$ cat config.mk
export PLATFORM = sky130hd
export DESIGN_NAME = hc595_serial_driver
export DESIGN_NICKNAME = d
export VERILOG_FILES = /design/src/rtl/hc595_pkg.sv /design/src/rtl/hc595_phase_timer.sv /design/src/rtl/hc595_serial_driver.sv
export SDC_FILE = /design/constraint.sdc
export NUM_CORES = 1
export LEC_CHECK = 0
export CELL_PAD_IN_SITES_DETAIL_PLACEMENT = 1
export CELL_PAD_IN_SITES_GLOBAL_PLACEMENT = 2
export CORE_AREA = 2 2 54 56
export DETAILED_ROUTE_END_ITERATION = 10
export DIE_AREA = 0 0 56 58
export DONT_BUFFER_PORTS = 1
export PLACE_DENSITY_LB_ADDON = 0.1
export SLEW_MARGIN = 10
export SYNTH_ARGS = -nofsm -noshare
export SYNTH_HDL_FRONTEND = slang
export SYNTH_SLANG_ARGS = --single-unit
$ cat constraint.sdc
create_clock -name CLOCK -period 2.3 [get_ports CLOCK]
set_clock_uncertainty 0.2 [all_clocks]
set_input_delay 0.46 -clock CLOCK [delete_from_list [all_inputs] [get_ports CLOCK]]
set_output_delay 0.46 -clock CLOCK [all_outputs]
set_load 0.05 [all_outputs]
$ cat src/rtl/hc595_pkg.sv
// Shared types and helpers for the 74HC595 serial driver.
// Optional feature macro: HC595_POWERUP_BLANK_EN (see hc595_serial_driver).
package hc595_pkg;

    typedef enum logic [1:0] {
        IDLE     = 2'd0,
        SHIFT_LO = 2'd1,
        SHIFT_HI = 2'd2,
        LATCH    = 2'd3
    } state_t;

    localparam int DEFAULT_WIDTH   = 8;
    localparam int DEFAULT_CLK_DIV = 2;

    // Ceiling log2; clog2(n+1) gives the bits needed to hold the value n.
    function automatic int clog2(input int value);
        int r;
        r = 0;
        while ((1 << r) < value) r = r + 1;
        return r;
    endfunction

endpackage

$ cat src/rtl/hc595_phase_timer.sv
// Phase timer: counts CLK_DIV system clocks per 595 strobe phase and flags the
// last cycle of each phase. A start pulse restarts the count from zero.
module hc595_phase_timer
    import hc595_pkg::*;
#(
    parameter int CLK_DIV = DEFAULT_CLK_DIV
) (
    input  logic CLOCK,
    input  logic RESET,
    input  logic start,
    input  logic enable,
    output logic phase_done
);

    localparam int CW = clog2(CLK_DIV + 1);
    localparam logic [CW-1:0] LAST = CW'(CLK_DIV - 1);

    logic [CW-1:0] count;

    always_ff @(posedge CLOCK or negedge RESET) begin
        if (!RESET) begin
            count <= '0;
        end else if (start || !enable || count == LAST) begin
            count <= '0;
        end else begin
            count <= count + 1'b1;
        end
    end

    assign phase_done = enable && !start && (count == LAST);

endmodule

$ cat src/rtl/hc595_serial_driver.sv
// Upstream controller for a 74HC595 chain: serialises a word onto A/SHIFTCLOCK,
// then pulses LATCHCLOCK. Macro HC595_POWERUP_BLANK_EN holds OUTPUTENABLE high
// until the first completed latch.
module hc595_serial_driver
    import hc595_pkg::*;
#(
    parameter int WIDTH     = DEFAULT_WIDTH,
    parameter int CLK_DIV   = DEFAULT_CLK_DIV,
    parameter int MSB_FIRST = 1
) (
    input  logic             CLOCK,
    input  logic             RESET,
    input  logic [WIDTH-1:0] DATA,
    input  logic             VALID,
    output logic             READY,
    output logic             DONE,
    output logic             A,
    output logic             SHIFTCLOCK,
    output logic             LATCHCLOCK,
    output logic             OUTPUTENABLE,
    output state_t           STATE
);

    // Handshake: a word is taken on any CLOCK edge where VALID && READY; READY
    // is high only in IDLE, so VALID during a transfer is simply ignored.

    localparam int BW = clog2(WIDTH + 1);
    localparam logic [BW-1:0] LAST_BIT = BW'(WIDTH - 1);

    state_t           state;
    logic [WIDTH-1:0] shreg;
    logic [WIDTH-1:0] shreg_next;
    logic [BW-1:0]    bit_cnt;
    logic             accept;
    logic             phase_done;
    logic             first_bit;
    logic             next_bit;

    assign accept = (state == IDLE) && VALID && READY;
    assign STATE  = state;

    // The bit on A always sits at the outgoing end of shreg.
    always_comb begin
        shreg_next = shreg;
        first_bit  = 1'b0;
        next_bit   = 1'b0;
        if (MSB_FIRST != 0) begin
            first_bit  = DATA[WIDTH-1];
            shreg_next = {shreg[WIDTH-2:0], 1'b0};
            next_bit   = shreg[WIDTH-2];
        end else begin
            first_bit  = DATA[0];
            shreg_next = {1'b0, shreg[WIDTH-1:1]};
            next_bit   = shreg[1];
        end
    end

    hc595_phase_timer #(.CLK_DIV(CLK_DIV)) u_timer (
        .CLOCK      (CLOCK),
        .RESET      (RESET),
        .start      (accept),
        .enable     (state != IDLE),
        .phase_done (phase_done)
    );

    always_ff @(posedge CLOCK or negedge RESET) begin
        if (!RESET) begin
            state      <= IDLE;
            READY      <= 1'b1;
            DONE       <= 1'b0;
            A          <= 1'b0;
            SHIFTCLOCK <= 1'b0;
            LATCHCLOCK <= 1'b0;
            shreg      <= '0;
            bit_cnt    <= '0;
        end else begin
            DONE <= 1'b0;
            case (state)
                IDLE: begin
                    if (accept) begin
                        shreg      <= DATA;
                        A          <= first_bit;
                        SHIFTCLOCK <= 1'b0;
                        READY      <= 1'b0;
                        bit_cnt    <= '0;
                        state      <= SHIFT_LO;
                    end
                end
                SHIFT_LO: begin
                    if (phase_done) begin
                        SHIFTCLOCK <= 1'b1;
                        state      <= SHIFT_HI;
                    end
                end
                SHIFT_HI: begin
                    if (phase_done) begin
                        SHIFTCLOCK <= 1'b0;
                        if (bit_cnt == LAST_BIT) begin
                            LATCHCLOCK <= 1'b1;
                            state      <= LATCH;
                        end else begin
                            shreg   <= shreg_next;
                            A       <= next_bit;
                            bit_cnt <= bit_cnt + 1'b1;
                            state   <= SHIFT_LO;
                        end
                    end
                end
                LATCH: begin
                    if (phase_done) begin
                        LATCHCLOCK <= 1'b0;
                        DONE       <= 1'b1;
                        READY      <= 1'b1;
                        state      <= IDLE;
                    end
                end
                default: state <= IDLE;
            endcase
        end
    end

`ifdef HC595_POWERUP_BLANK_EN
    // Keep the 595 outputs off until its storage register holds a real word.
    always_ff @(posedge CLOCK or negedge RESET) begin
        if (!RESET) begin
            OUTPUTENABLE <= 1'b1;
        end else if (state == LATCH && phase_done) begin
            OUTPUTENABLE <= 1'b0;
        end
    end
`else
    assign OUTPUTENABLE = 1'b0;
`endif

endmodule
==> run_results.csv <==
group,metric,value,unit
route,drt_iter0_markers,12,
logic_synthesis,synth_warnings,0,
route,drcViolationCount,0,
route,drt-pass1-iter-count,3,
floorplan,rows,19,
hold_path,whs_endpoint,"shreg[0]",
finish,syn2layout_area_growth,7.67,%
floorplan,io_pins,19,
cts,clock-sinks,20,
critical_path,r2r_start,"bit_cnt[0]",
critical_path,critical_path.startpoint,"bit_cnt[0]",
sta,rsz0062_at_grt,"false",
critical_path,critPathCaptureType,"flop",
logic_synthesis,ys_ff_latch,20,
hold_path,hold_depth,2,
finish,fin_util,40.9,%
finish,final_nets,105,
place,dp_hpwl,1370,um
run_status,status,"completed",
finish,fill_cells,288,
logic_synthesis,syn_inst,86,
route,via_per_inst,5.36,
route,ant_nets,0,
global_routing,grt_max_degree,21,
finish,layout_commonest_cell,"dfrtp_1",
floorplan,die_h,58,um
sta,hold_ws,0.106,ns
logic_synthesis,synth_cell_types,34,
cts,cts_tree,"yes",
global_routing,grt_pass1_wl,3220,um
sta,setup_tns,0,ns
pwr,sw_frac_of_total,20.9,%
sta,worst_slew_margin_rel,41.7,%
critical_path,cp_max_fo,10,
critical_path,cp_data_arrival_time,1.91,ns
pwr,seqPwrFrac,65.4,%
logic_synthesis,ys_seq_area_share,49.6,%
cts,clk_path_buf_depth,2,
global_routing,antenna_found_initial,0,
route,dr_total_vias,654,
pwr,power_frac_comb,3.4,%
cts,post-cts-setup-buffers,0,
pwr,power_density,493,mW/mm^2
route,drt-total-wl,1800,um
pwr,p_leak,0.497,nW
global_routing,grtUsageTotal,12.7,%
pwr,peakVddDrop,0.415,mV
logic_synthesis,synth-edff-count,0,
sta,period_share,83.6,%
global_routing,grt_overflow,0,
cts,cts_hold_buf,1,
route,wire_per_inst,14.7,um
run,maxCapViolations,0,
floorplan,core,0.00266,sq mm
logic_synthesis,syn_avg_cell_area,11.8,sq um
cts,cts_buffers,3,
sta,max_freq,520,MHz
critical_path,crit_path_start_kind,"flop",
critical_path,r2r_end,"shreg[4]",
cts,root_buffer,"clkbuf_4",
pwr,cell_internal_pwr,425,uW
floorplan,fp.dieW,56,um
floorplan,dieArea,0.00325,sq mm
logic_synthesis,async_reset_ff_share,100,%
critical_path,worstSetupPathType,"reg2reg",
finish,multi_input_area,448,sq um
cts,ctsHtreeMaxLevel,1,
critical_path,reg2reg_slack,0.38,ns
place,gp_congestion,0.689,
hold_path,min_path_type,"in2reg",
cts,clk_pin_slew,0.10,ns
finish,antenna_cells,0,
finish,layout_common_cells,"19 x dfrtp_1, 15 x mux2_2, 6 x inv_1",
sta,maxSlewViolCount,0,
hold_path,hold_start,"DATA[0]",
pwr,netSwitchingPower,112,uW
critical_path,worstRegToRegCells,4,
sta,hold_viol,0,
sta,setup_viol,0,
cts,cts_resized,0,
logic_synthesis,ys.flop_type,"dfrtp_1",
finish,seqCellArea,502,sq um
sta,finalCriticalPeriod,1.92,ns
global_routing,grt_pass1_vias,655,
logic_synthesis,syn_nets,99,
pwr,p_clk_share,31.2,%
place,portBuffers,0,
floorplan,start_util,38.0,%
cts,clock_latency,0.29,ns
finish,drive_gt1_share,30.8,%
sta,tightest_slew,0.871,ns
logic_synthesis,syn_area,0.00101,sq mm
critical_path,required,2.29,ns
## worst max-delay path: stages (launching register included)
cell     delay [ns]
dfrtp_1        0.42
ha_1           0.25
and4b_1        0.24
a21oi_4        0.32
mux2_2         0.38
## how the worst max path moves through the flow
stage	endpoint	slack [ns]	cells after the start
floorplan	A	0.34	5
global placement	A	0.40	3
detailed placement	A	0.36	4
CTS	shreg[1]	0.35	4
global route	shreg[6]	0.26	4
finish	shreg[4]	0.38	4
## cells by family (layout without fill, tap and decap cells)
group | after synthesis | count (layout) | synth area share (%)
flops | 20 | 20 | 49.6
simple gates | 19 | 19 | 11.8
compound gates | 16 | 16 | 12.0
mux | 16 | 16 | 17.7
buf+inv | 12 | 17 | 6.06
fa+ha+maj | 2 | 2 | 2.47
other cells | 1 | 1 | 0.371
## cell type report
class	count	share of cell area, %
clock buffers	4	2.41
repair buffers	6	4.37
well taps	31	3.56
inverters	7	2.41
flip-flops and latches	20	46.1
multi-input cells	54	41.1
## registers in the layout (all words and copies together), names as in the netlist
register,flops
A,1
bit_cnt,4
DONE,1
u_timer.count,2
LATCHCLOCK,1
STATE,2
shreg,7
READY,1
SHIFTCLOCK,1
## synth_stat cells (all sizes together) (2+ instances only)
cell type / n / area (sq um)
a21oi: 4 / 31.3
buf: 4 / 31.3
dfrtp: 19 / 475
ha: 2 / 25.0
inv: 7 / 26.3
mux2: 15 / 169
nand2: 3 / 11.3
nand3: 3 / 15.0
nor2: 4 / 15.0
nor3: 2 / 10.0
o21ai: 4 / 20.0
## layer usage
metal	track usage (%)	wire length, um
met5	0	0
met4	2.04	0
met3	4.91	84
met2	17.8	820
met1	18.9	893
## power by group through the flow
stage	logic, mW	clock network (mW)	registers, mW
after CTS	0.0189	0.180	0.352
after global routing	0.0210	0.199	0.352
final	0.0180	0.168	0.352
after floorplan	0.0112	0	0.358
after detailed placement	0.0106	0	0.358
after global placement	0.0106	0	0.358
## per-stage QoR
step                      instance area, sq um  instances  setup WS [ns]  total power, mW
after floorplan                           1010         86          0.338            0.370
after global placement                    1050        117          0.401            0.369
after detailed placement                  1050        117          0.362            0.369
after CTS                                 1090        122          0.347            0.550
after global routing                      1090        122          0.258            0.572
final                                     1090        122          0.376            0.537
Power figures use the tool's default switching activity.
